`src/rtl/systolic_mac_array_pkg.sv`:
```
// systolic_mac_array_pkg
//   Shared types and sizing helpers for the output-stationary systolic
//   matrix-multiply array.
//   - state_e     : top-level sequencing state (LOAD / PROP / DRAIN)
//   - cnt_width() : width of a counter that indexes 0..n-1 (at least 1 bit),
//                   i.e. $clog2(W+H) for the loader and propagation counters
//   - idx_width() : width of a counter that must also hold the value n,
//                   i.e. $clog2(H*W)+1 for the drain index
package systolic_mac_array_pkg;

  typedef enum logic [1:0] {
    LOAD  = 2'd0,
    PROP  = 2'd1,
    DRAIN = 2'd2
  } state_e;

  function automatic int cnt_width(input int n);
    return (n > 1) ? $clog2(n) : 1;
  endfunction

  function automatic int idx_width(input int n);
    return $clog2(n) + 1;
  endfunction

endpackage

```
`src/rtl/systolic_mac_pe.sv`:
```
// systolic_mac_pe
//   One multiply-accumulate processing element of the systolic array.
//   The A operand travels left-to-right and the B operand travels top-down,
//   each through one register stage with its own valid bit. When both
//   incoming operands are valid in the same cycle the PE adds a*b (truncated
//   to width_p) into its accumulator, which wraps modulo 2^width_p.
// Ports
//   clk_i, reset_i : clock, synchronous active-high reset
//   en_i           : global enable, low freezes every register
//   clear_i        : zero the accumulator (takes priority over accumulate)
//   a_i / a_v_i    : A operand and valid from the left neighbour / injector
//   b_i / b_v_i    : B operand and valid from the upper neighbour / injector
//   a_o / a_v_o    : registered A pass-through to the right
//   b_o / b_v_o    : registered B pass-through downward
//   acc_o          : current accumulator value
module systolic_mac_pe
  import systolic_mac_array_pkg::*;
#(
  parameter int width_p = 8
) (
  input  logic               clk_i,
  input  logic               reset_i,
  input  logic               en_i,
  input  logic               clear_i,
  input  logic [width_p-1:0] a_i,
  input  logic               a_v_i,
  input  logic [width_p-1:0] b_i,
  input  logic               b_v_i,
  output logic [width_p-1:0] a_o,
  output logic               a_v_o,
  output logic [width_p-1:0] b_o,
  output logic               b_v_o,
  output logic [width_p-1:0] acc_o
);

  always_ff @(posedge clk_i) begin
    if (reset_i) begin
      a_o   <= '0;
      a_v_o <= 1'b0;
      b_o   <= '0;
      b_v_o <= 1'b0;
      acc_o <= '0;
    end else if (en_i) begin
      a_o   <= a_i;
      a_v_o <= a_v_i;
      b_o   <= b_i;
      b_v_o <= b_v_i;
      if (clear_i) begin
        acc_o <= '0;
      end else if (a_v_i && b_v_i) begin
        // Expression is width_p wide, so the product truncates and the
        // sum wraps naturally.
        acc_o <= acc_o + a_i * b_i;
      end
    end
  end

endmodule

```
`src/rtl/systolic_mac_array.sv`:
```
// systolic_mac_array
//   Output-stationary array_height_p x array_width_p systolic matrix
//   multiplier. Operands arrive serially, one k-slice at a time: first the
//   array_width_p B-row words (column 0 first), then the array_height_p
//   A-column words (row 0 first). A complete slice is injected into the array
//   with skew so that PE(r,c) sees a_r and b_c together r+c cycles after
//   injection starts. A flush request drains C = A*B row-major through a
//   registered output and then clears the accumulators.
//
//   Handshakes: an input word is consumed on a rising edge where
//   valid_i & ready_o are both high (ready_o already includes en_i and
//   reset_i). valid_o marks data_o as a result element; results are
//   pushed out unconditionally, yumi_i is reserved and has no effect.
// Ports
//   clk_i, reset_i : clock, synchronous active-high reset
//   en_i           : global enable, low holds all state and blocks handshakes
//   flush_i        : request to drain the result matrix
//   ready_o        : loader can accept a word
//   valid_i, data_i: operand word input
//   valid_o, data_o: result element output (data_o is 0 when no result)
//   yumi_i         : reserved
//   state_o        : current sequencing state (debug)
module systolic_mac_array
  import systolic_mac_array_pkg::*;
#(
  parameter int width_p        = 8,
  parameter int array_width_p  = 2,
  parameter int array_height_p = 2
) (
  input  logic               clk_i,
  input  logic               reset_i,
  input  logic               en_i,
  input  logic               flush_i,
  output logic               ready_o,
  input  logic               valid_i,
  input  logic [width_p-1:0] data_i,
  output logic               valid_o,
  input  logic               yumi_i,
  output logic [width_p-1:0] data_o,
  output logic [1:0]         state_o
);

  localparam int w_lp      = array_width_p;
  localparam int h_lp      = array_height_p;
  localparam int slice_lp  = w_lp + h_lp;
  localparam int elems_lp  = w_lp * h_lp;
  localparam int cnt_w_lp  = cnt_width(slice_lp);
  localparam int idx_w_lp  = idx_width(elems_lp);

  typedef logic [cnt_w_lp-1:0] cnt_t;
  typedef logic [idx_w_lp-1:0] idx_t;

  state_e              state_q, state_n;
  cnt_t                cnt_q;    // loader consumer index within a slice
  cnt_t                prop_q;   // cycles spent in PROP
  idx_t                idx_q;    // next result element to register
  logic                pend_q;   // flush requested, not yet drained
  logic                valid_q;
  logic [width_p-1:0]  data_q;
  logic [width_p-1:0]  a_buf_q [h_lp];
  logic [width_p-1:0]  b_buf_q [w_lp];

  logic accept;
  logic slice_done;
  logic drain_start;
  logic prop_done;
  logic drain_done;

  // PE interconnect: a_* flows along rows, b_* flows down columns.
  logic [width_p-1:0] a_in   [h_lp][w_lp];
  logic               a_in_v [h_lp][w_lp];
  logic [width_p-1:0] b_in   [h_lp][w_lp];
  logic               b_in_v [h_lp][w_lp];
  logic [width_p-1:0] a_out  [h_lp][w_lp];
  logic               a_out_v[h_lp][w_lp];
  logic [width_p-1:0] b_out  [h_lp][w_lp];
  logic               b_out_v[h_lp][w_lp];
  logic [width_p-1:0] acc_flat [elems_lp];
  logic [width_p-1:0] drain_sel;
  logic               unused_bits;

  assign accept      = valid_i & ready_o;
  assign slice_done  = accept && (cnt_q == cnt_t'(slice_lp - 1));
  // Drain may only start on a slice boundary so no partial slice is lost.
  assign drain_start = en_i && (state_q == LOAD) && (cnt_q == '0) && pend_q;
  assign prop_done   = en_i && (state_q == PROP) && (prop_q == cnt_t'(slice_lp - 2));
  assign drain_done  = en_i && (state_q == DRAIN) && (idx_q == idx_t'(elems_lp));

  // ---------------- FSM: state register ----------------
  always_ff @(posedge clk_i) begin
    if (reset_i) begin
      state_q <= LOAD;
    end else if (en_i) begin
      state_q <= state_n;
    end
  end

  // ---------------- FSM: next state ----------------
  always_comb begin
    state_n = state_q;
    case (state_q)
      LOAD: begin
        if (drain_start)     state_n = DRAIN;
        else if (slice_done) state_n = PROP;
      end
      PROP: begin
        if (prop_done) state_n = LOAD;
      end
      DRAIN: begin
        if (drain_done) state_n = LOAD;
      end
      default: state_n = LOAD;
    endcase
  end

  // ---------------- FSM: outputs ----------------
  always_comb begin
    // The loader is closed on the cycle a drain starts, so the next slice
    // cannot slip in ahead of the results being read out.
    ready_o = ~reset_i & en_i & (state_q == LOAD) & ~((cnt_q == '0) & pend_q);
    valid_o = ~reset_i & en_i & valid_q;
    data_o  = reset_i ? '0 : data_q;
  end

  assign state_o = state_q;

  // ---------------- loader, flush flag, propagation, drain ----------------
  always_ff @(posedge clk_i) begin
    if (reset_i) begin
      cnt_q   <= '0;
      prop_q  <= '0;
      idx_q   <= '0;
      pend_q  <= 1'b0;
      valid_q <= 1'b0;
      data_q  <= '0;
      for (int r = 0; r < h_lp; r++) a_buf_q[r] <= '0;
      for (int c = 0; c < w_lp; c++) b_buf_q[c] <= '0;
    end else if (en_i) begin
      if (accept) begin
        cnt_q <= slice_done ? '0 : cnt_q + cnt_t'(1);
      end
      for (int c = 0; c < w_lp; c++) begin
        if (accept && (cnt_q == cnt_t'(c))) b_buf_q[c] <= data_i;
      end
      for (int r = 0; r < h_lp; r++) begin
        if (accept && (cnt_q == cnt_t'(w_lp + r))) a_buf_q[r] <= data_i;
      end

      if (drain_done) begin
        pend_q <= 1'b0;
      end else if (flush_i && (state_q != DRAIN)) begin
        pend_q <= 1'b1;
      end

      if (state_q == PROP) begin
        prop_q <= prop_done ? '0 : prop_q + cnt_t'(1);
      end

      if (drain_start) begin
        valid_q <= 1'b1;
        data_q  <= acc_flat[0];
        idx_q   <= idx_t'(1);
      end else if (state_q == DRAIN) begin
        if (drain_done) begin
          valid_q <= 1'b0;
          data_q  <= '0;
          idx_q   <= '0;
        end else begin
          data_q <= drain_sel;
          idx_q  <= idx_q + idx_t'(1);
        end
      end
    end
  end

  // Row-major result select for the drain.
  always_comb begin
    drain_sel = '0;
    for (int e = 0; e < elems_lp; e++) begin
      if (idx_q == idx_t'(e)) drain_sel = acc_flat[e];
    end
  end

  // ---------------- skewed injection and PE grid ----------------
  // Row r's A enters column 0 on PROP cycle r; column c's B enters row 0 on
  // PROP cycle c. The per-PE register stages then supply the rest of the
  // skew, so a_r and b_c meet in PE(r,c) on PROP cycle r+c.
  always_comb begin
    for (int r = 0; r < h_lp; r++) begin
      for (int c = 0; c < w_lp; c++) begin
        if (c == 0) begin
          a_in[r][c]   = a_buf_q[r];
          a_in_v[r][c] = (state_q == PROP) && (prop_q == cnt_t'(r));
        end else begin
          a_in[r][c]   = a_out[r][c-1];
          a_in_v[r][c] = a_out_v[r][c-1];
        end
        if (r == 0) begin
          b_in[r][c]   = b_buf_q[c];
          b_in_v[r][c] = (state_q == PROP) && (prop_q == cnt_t'(c));
        end else begin
          b_in[r][c]   = b_out[r-1][c];
          b_in_v[r][c] = b_out_v[r-1][c];
        end
      end
    end
  end

  for (genvar r = 0; r < h_lp; r++) begin : g_row
    for (genvar c = 0; c < w_lp; c++) begin : g_col
      systolic_mac_pe #(
        .width_p(width_p)
      ) u_pe (
        .clk_i   (clk_i),
        .reset_i (reset_i),
        .en_i    (en_i),
        .clear_i (drain_done),
        .a_i     (a_in[r][c]),
        .a_v_i   (a_in_v[r][c]),
        .b_i     (b_in[r][c]),
        .b_v_i   (b_in_v[r][c]),
        .a_o     (a_out[r][c]),
        .a_v_o   (a_out_v[r][c]),
        .b_o     (b_out[r][c]),
        .b_v_o   (b_out_v[r][c]),
        .acc_o   (acc_flat[r*w_lp + c])
      );
    end
  end

  // Pass-through outputs at the array's right and bottom edges have no
  // consumer; yumi_i is reserved.
  always_comb begin
    unused_bits = yumi_i;
    for (int r = 0; r < h_lp; r++) begin
      unused_bits = unused_bits ^ (^a_out[r][w_lp-1]) ^ a_out_v[r][w_lp-1];
    end
    for (int c = 0; c < w_lp; c++) begin
      unused_bits = unused_bits ^ (^b_out[h_lp-1][c]) ^ b_out_v[h_lp-1][c];
    end
  end

endmodule

```
`config.mk`:
```
export PLATFORM = sky130hd
export DESIGN_NAME = systolic_mac_array
export DESIGN_NICKNAME = d
export VERILOG_FILES = /design/src/rtl/systolic_mac_array_pkg.sv /design/src/rtl/systolic_mac_pe.sv /design/src/rtl/systolic_mac_array.sv
export SDC_FILE = /design/constraint.sdc
export NUM_CORES = 1
export LEC_CHECK = 0
export BUFFER_PORTS_ARGS = -buffer_cell sky130_fd_sc_hd__buf_2
export CAP_MARGIN = 20
export CORE_MARGIN = 3
export CORE_UTILIZATION = 48
export DETAILED_ROUTE_END_ITERATION = 6
export PLACE_DENSITY = 0.62
export SKIP_CTS_REPAIR_TIMING = 1
export SLEW_MARGIN = 20
export SYNTH_ARGS = -nofsm -noshare
export SYNTH_HDL_FRONTEND = slang
export SYNTH_SLANG_ARGS = --single-unit
```
`constraint.sdc`:
```
create_clock -name clk_i -period 11.6 [get_ports clk_i]
set_input_delay 1.74 -clock clk_i [delete_from_list [all_inputs] [get_ports clk_i]]
set_output_delay 1.74 -clock clk_i [all_outputs]
set_load 0.005 [all_outputs]
```
== Word-level counts from Yosys, hierarchy flattened ==
Memories as Yosys holds them, arrays and structs flattened.
Cells that the tools add are included.

* Memory bits (writable): 32
* Memories: 2
* Register bits after elaboration: 85
* Word-level logic and storage cells: 144
* Output and inout port bits: 12

{| class="wikitable"
|+ Memory list
! name !! depth !! width !! read ports !! clocked after Yosys merged registers in !! write ports !! RTL line !! source
|-
| a_buf_q || 2 || 8 || 2 || 0 || 2 || systolic_mac_array.sv:60 || <nowiki>logic [width_p-1:0] a_buf_q [h_lp];</nowiki>
|-
| b_buf_q || 2 || 8 || 2 || 0 || 2 || systolic_mac_array.sv:61 || <nowiki>logic [width_p-1:0] b_buf_q [w_lp];</nowiki>
|}

* Equal/unequal tests: 15
* Bitwise logic cells: 12
* Multipliers: 4
* Reductions and logical operators: 34
* Muxes and demuxes: 53
* $add $sub $neg: 7

{| class="wikitable"
|+ Operators by type and width
! operator !! count
|-
| $mux 8 || 20
|-
| $add 8x8->8 || 4
|-
| $mul 8x8->8 || 4
|-
| $mux 1 || 23
|-
| $logic_and 1x1->1 || 15
|-
| $reduce_and 2->1 || 7
|-
| $mux 2 || 6
|-
| $reduce_bool 2->1 || 6
|-
| $mux 3 || 3
|-
| $eq 2x2->1 const B || 4
|-
| $and 1x1->1 || 6
|-
| $eq 2x1->1 const B || 3
|-
| $eq 3x2->1 const B || 2
|-
| $logic_not 2->1 || 3
|-
| $ne 2x2->1 const B || 3
|-
| $pmux 2 s3 || 1
|-
| $add 2x1->2 const B || 2
|-
| $or 1x1->1 || 4
|-
| $reduce_and 4->1 || 1
|-
| $add 3x1->3 const B || 1
|-
| $eq 3x1->1 const B || 1
|-
| $eq 3x3->1 const B || 1
|-
| $logic_not 3->1 || 1
|-
| $ne 3x3->1 const B || 1
|-
| 2 further kinds || 3
|}

== Logic depth before layout (Yosys ltp) ==
* Depth in word-level cells: 11
* Mapped depth: 18
* Depth with buffers taken out: 17

== Cells and area by module ==
From an unflattened synthesis, not the netlist that was laid out.

* Cell total of the unflattened synthesis: 1096
* Area total of the unflattened synthesis: 10486.3 um^2

{| class="wikitable"
|+ Modules (own cells, without submodules)
! module !! instances !! cells each !! area each (um^2)
|-
| systolic_mac_array || 1 || 220 || 2452.4
|-
| systolic_mac_pe at g_row[1].g_col[1].u_pe || 1 || 222 || 2026.9
|-
| systolic_mac_pe at g_row[1].g_col[0].u_pe || 1 || 222 || 2019.4
|-
| systolic_mac_pe at g_row[0].g_col[1].u_pe || 1 || 216 || 2001.9
|-
| systolic_mac_pe at g_row[0].g_col[0].u_pe || 1 || 216 || 1985.7
|}

== Least setup slack after synthesis ==
Ideal clock, no wire load.

* Kind: in2out
* From: input port en_i
* To: output port valid_o
* Arrival: 2.535 ns
* Path buffers: 3
* Required time: 9.860 ns
* Stages on the path: 5
* Path slack: 7.325 ns
* Cells stage by stage: buf_2 buf_2 buf_2 nand2_1 nor2_1

* Cells in the longest elaborated chain, start to end: 2

{| class="wikitable"
|+ RTL lines
! element !! RTL line !! source
|-
| start, declared || systolic_mac_array.sv:32 || <nowiki>input logic en_i,</nowiki>
|-
| $and 1x1->1 (2 in series) || systolic_mac_array.sv:121 || <nowiki>valid_o = ~reset_i & en_i & valid_q;</nowiki>
|-
| end, declared || systolic_mac_array.sv:37 || <nowiki>output logic valid_o,</nowiki>
|}

No other way between the ends.

== Final worst setup path ==
* From: input port en_i
* To: output port ready_o

* Cells in the longest elaborated chain, start to end: 3

{| class="wikitable"
|+ RTL lines
! element !! RTL line !! source
|-
| $and 1x1->1 (3 in series) || systolic_mac_array.sv:120 || <nowiki>ready_o = ~reset_i & en_i & (state_q == LOAD) & ~((cnt_q == '0) & pend_q);</nowiki>
|-
| end, declared || systolic_mac_array.sv:34 || <nowiki>output logic ready_o,</nowiki>
|}

No other way between the ends.

==> reports/results.ini <==
[outcome]
status = complete, no violations

[sta]
relSlewSlack_pct = 38.5
setup_viol = 0
tightest_slew_ns = 0.923
rsz0062_at_grt = no
max_freq_ghz = 0.207
tns_ns = 0
drv_slew = 0
finalCriticalPeriod_ns = 4.84
timing.final.crit_share_pct = 41.7
fin_skew_ns = 0.00917
hold_violations = 0

[power_and_ir_drop]
p_int_uw = 785
p_total_mw = 1.09
p_per_area_mw_per_mm2 = 111
ir_worst_vdd_mv = 0.0972
switching_share_pct = 27.8
pwr-share-seq_pct = 41.5
leakagePower_nw = 4.50
p_clk_share_pct = 48.9
power_switching_uw = 303
power_frac_comb_pct = 9.6

[finish]
fin_nets = 1174
diodes = 0
design_area_mm2 = 0.00982
area_delta_synth_final_pct = 9.75
final_cell_mix = 154 x inv_1, 143 x nand2_1, 85 x dfxtp_1, 82 x nor2_1, 77 x ha_1
final_common_cell = inv_1
layout-drive-gt1-share_pct = 6.45

[yosys]
synth_ff_type = dfxtp_1
ys_types = 38
synth_area_leader_cell = dfxtp_1
ys_seq_area_share_pct = 29.8
avgSynthCellArea_um2 = 8.93
synthTopCellsByArea = dfxtp_1 19%, fa_1 16%, ha_1 11%
synth.top_cell.area_share_pct = 19.0
synthCells = 1002
syn_area_mm2 = 0.00895
synth_edf_count = 32
ys_seq_elements = 117
async_flop_share_pct = 0
ys_warn_count = 0
synth_fp_nets = 1165

[global_routing]
grt_max_degree = 55
grt_use_total_pct = 21.5
grt_pass1_vias = 6415
gr-total-overflow = 0
antenna_found_initial = 0
grt_pass1_wl_mm = 34.1

[drt]
wirelength_mm = 20.2
drt-vias-per-instance = 5.21
drtAntennaViolNets = 0
first_pass_iters = 5
route.vias.total = 6528
drc_errors = 0
wire_per_inst_um = 16.2
drt_iter0_drc = 471

[clock_tree]
numCtsBuffers = 17
cts_max_level = 4
clock_path_buffers = 2
cts_root_buffer = clkbuf_16
cts.sinks = 117
clk_pin_slew_worst_paths_ns = 0.06
cts_tree = yes
worstSkewPairLatency_ns = 0.42

[floorplanning]
io_pins = 26
initial_core_util_pct = 49.3
die_y_um = 143
dieWidth_um = 143
rows = 49
core_mm2 = 0.0181
dieArea_mm2 = 0.0203

[critical_path]
crit_required_ns = 9.86
arrival_ns = 3.10
cp-start-kind = input port
path_max_fanout = 42
path_class = input port to primary output
worst-r2r-setup-slack_ns = 7.34
cp-end-kind = primary output

[place]
numPortBuffers = 24
postPlaceCellArea_mm2 = 0.00923
dp_hpwl_mm = 15.5
gp_congestion = 0.841

[worst_hold_path]
hp-class = register to register

[flow_run]
cap_violations = 0

## Yosys cell counts, types with 3 or more instances
cell,number
nand4b_1,3
a21oi_1,45
inv_1,154
clkbuf_1,22
a22oi_1,9
a31oi_1,4
xnor2_1,60
nand2_1,143
nand2b_1,4
buf_2,12
a21o_1,12
nor2_1,82
a222oi_1,8
nor3_1,4
dfxtp_1,85
nor2b_1,11
xor2_1,7
mux2i_1,32
o21ai_0,18
a211oi_1,6
buf_1,3
and2_1,63
edfxtp_1,32
ha_1,77
or4_1,3
nand3_1,19
fa_1,72
## kinds of logic (layout without fill, tap and decap cells)
family	after synthesis	count (layout)	synth area share (%)
flops	117	117	29.8
compound gates	103	103	7.05
buf+inv	193	215	8.29
simple gates	341	341	17.9
fa+ha+maj	149	149	26.9
xor+xnor	67	67	6.56
mux	32	32	3.58
## per-stage QoR
step / setup WS (ns) / std cells / util (%) / hold slack (ns)
after floorplan: 7.33 / 1002 / - / 0.444
after global placement: 6.75 / 1221 / 50.8 / 0.454
after detailed placement: 6.75 / 1221 / 50.8 / 0.458
after CTS: 6.75 / 1253 / 54.1 / 0.466
after global routing: 6.68 / 1253 / 54.1 / 0.497
final: 6.76 / 1253 / 54.1 / 0.470
## power by group through the flow
stage / Clock (mW) / Combinational (mW) / Sequential, mW
finish: 0.532 / 0.104 / 0.451
global route: 0.556 / 0.122 / 0.453
CTS: 0.537 / 0.106 / 0.451
detailed placement: 0 / 0.105 / 0.460
global placement: 0 / 0.104 / 0.460
floorplan: 0 / 0.0868 / 0.448
## final timing paths
path                                                 startpoint                               to  cells after the start
worst max-delay path                                       en_i                          ready_o                      5
worst min-delay path            g_row[0].g_col[1].u_pe.acc_o[5]  g_row[0].g_col[1].u_pe.acc_o[5]                      2
worst max register to register                    b_buf_q[0][1]  g_row[0].g_col[0].u_pe.acc_o[7]                     14
worst min register to register  g_row[0].g_col[1].u_pe.acc_o[5]  g_row[0].g_col[1].u_pe.acc_o[5]                      2
## state kept, by name, indices dropped and copies added, names as in the netlist
name,count
g_row.g_col.u_pe.a_o,16
idx_q,3
a_buf_q,16
valid_q,1
g_row.g_col.u_pe.b_o,16
data_q,8
state_o,2
g_row.g_col.u_pe.acc_o,32
b_buf_q,16
prop_q,2
cnt_q,2
g_row.g_col.u_pe.b_v_o,1
pend_q,1
g_row.g_col.u_pe.a_v_o,1
## layout make-up
type	instances	area (um2)
clock buffer	18	439
clock inverter	14	153
fill	1729	8330
inverter	154	578
multi-input combinational	692	5540
sequential	117	2660
tap	229	287
timing repair buffer	29	158
## routing by layer
layer / GRT usage [%] / wire length (um) / vias to the layer above
met3: 4.00 / 990 / 28
li1: - / - / 3202
met4: 5.95 / 308 / 0
met2: 33.0 / 9050 / 166
met1: 31.2 / 9900 / 3132
met5: 0 / 0 / -
## critical path, cell delays in order
cell and delay (ns):
buf_2 0.08, buf_4 0.54, nand2b_1 0.17, nor3_2 0.36, buf_2 0.19
(Power assumes the default switching activity.)
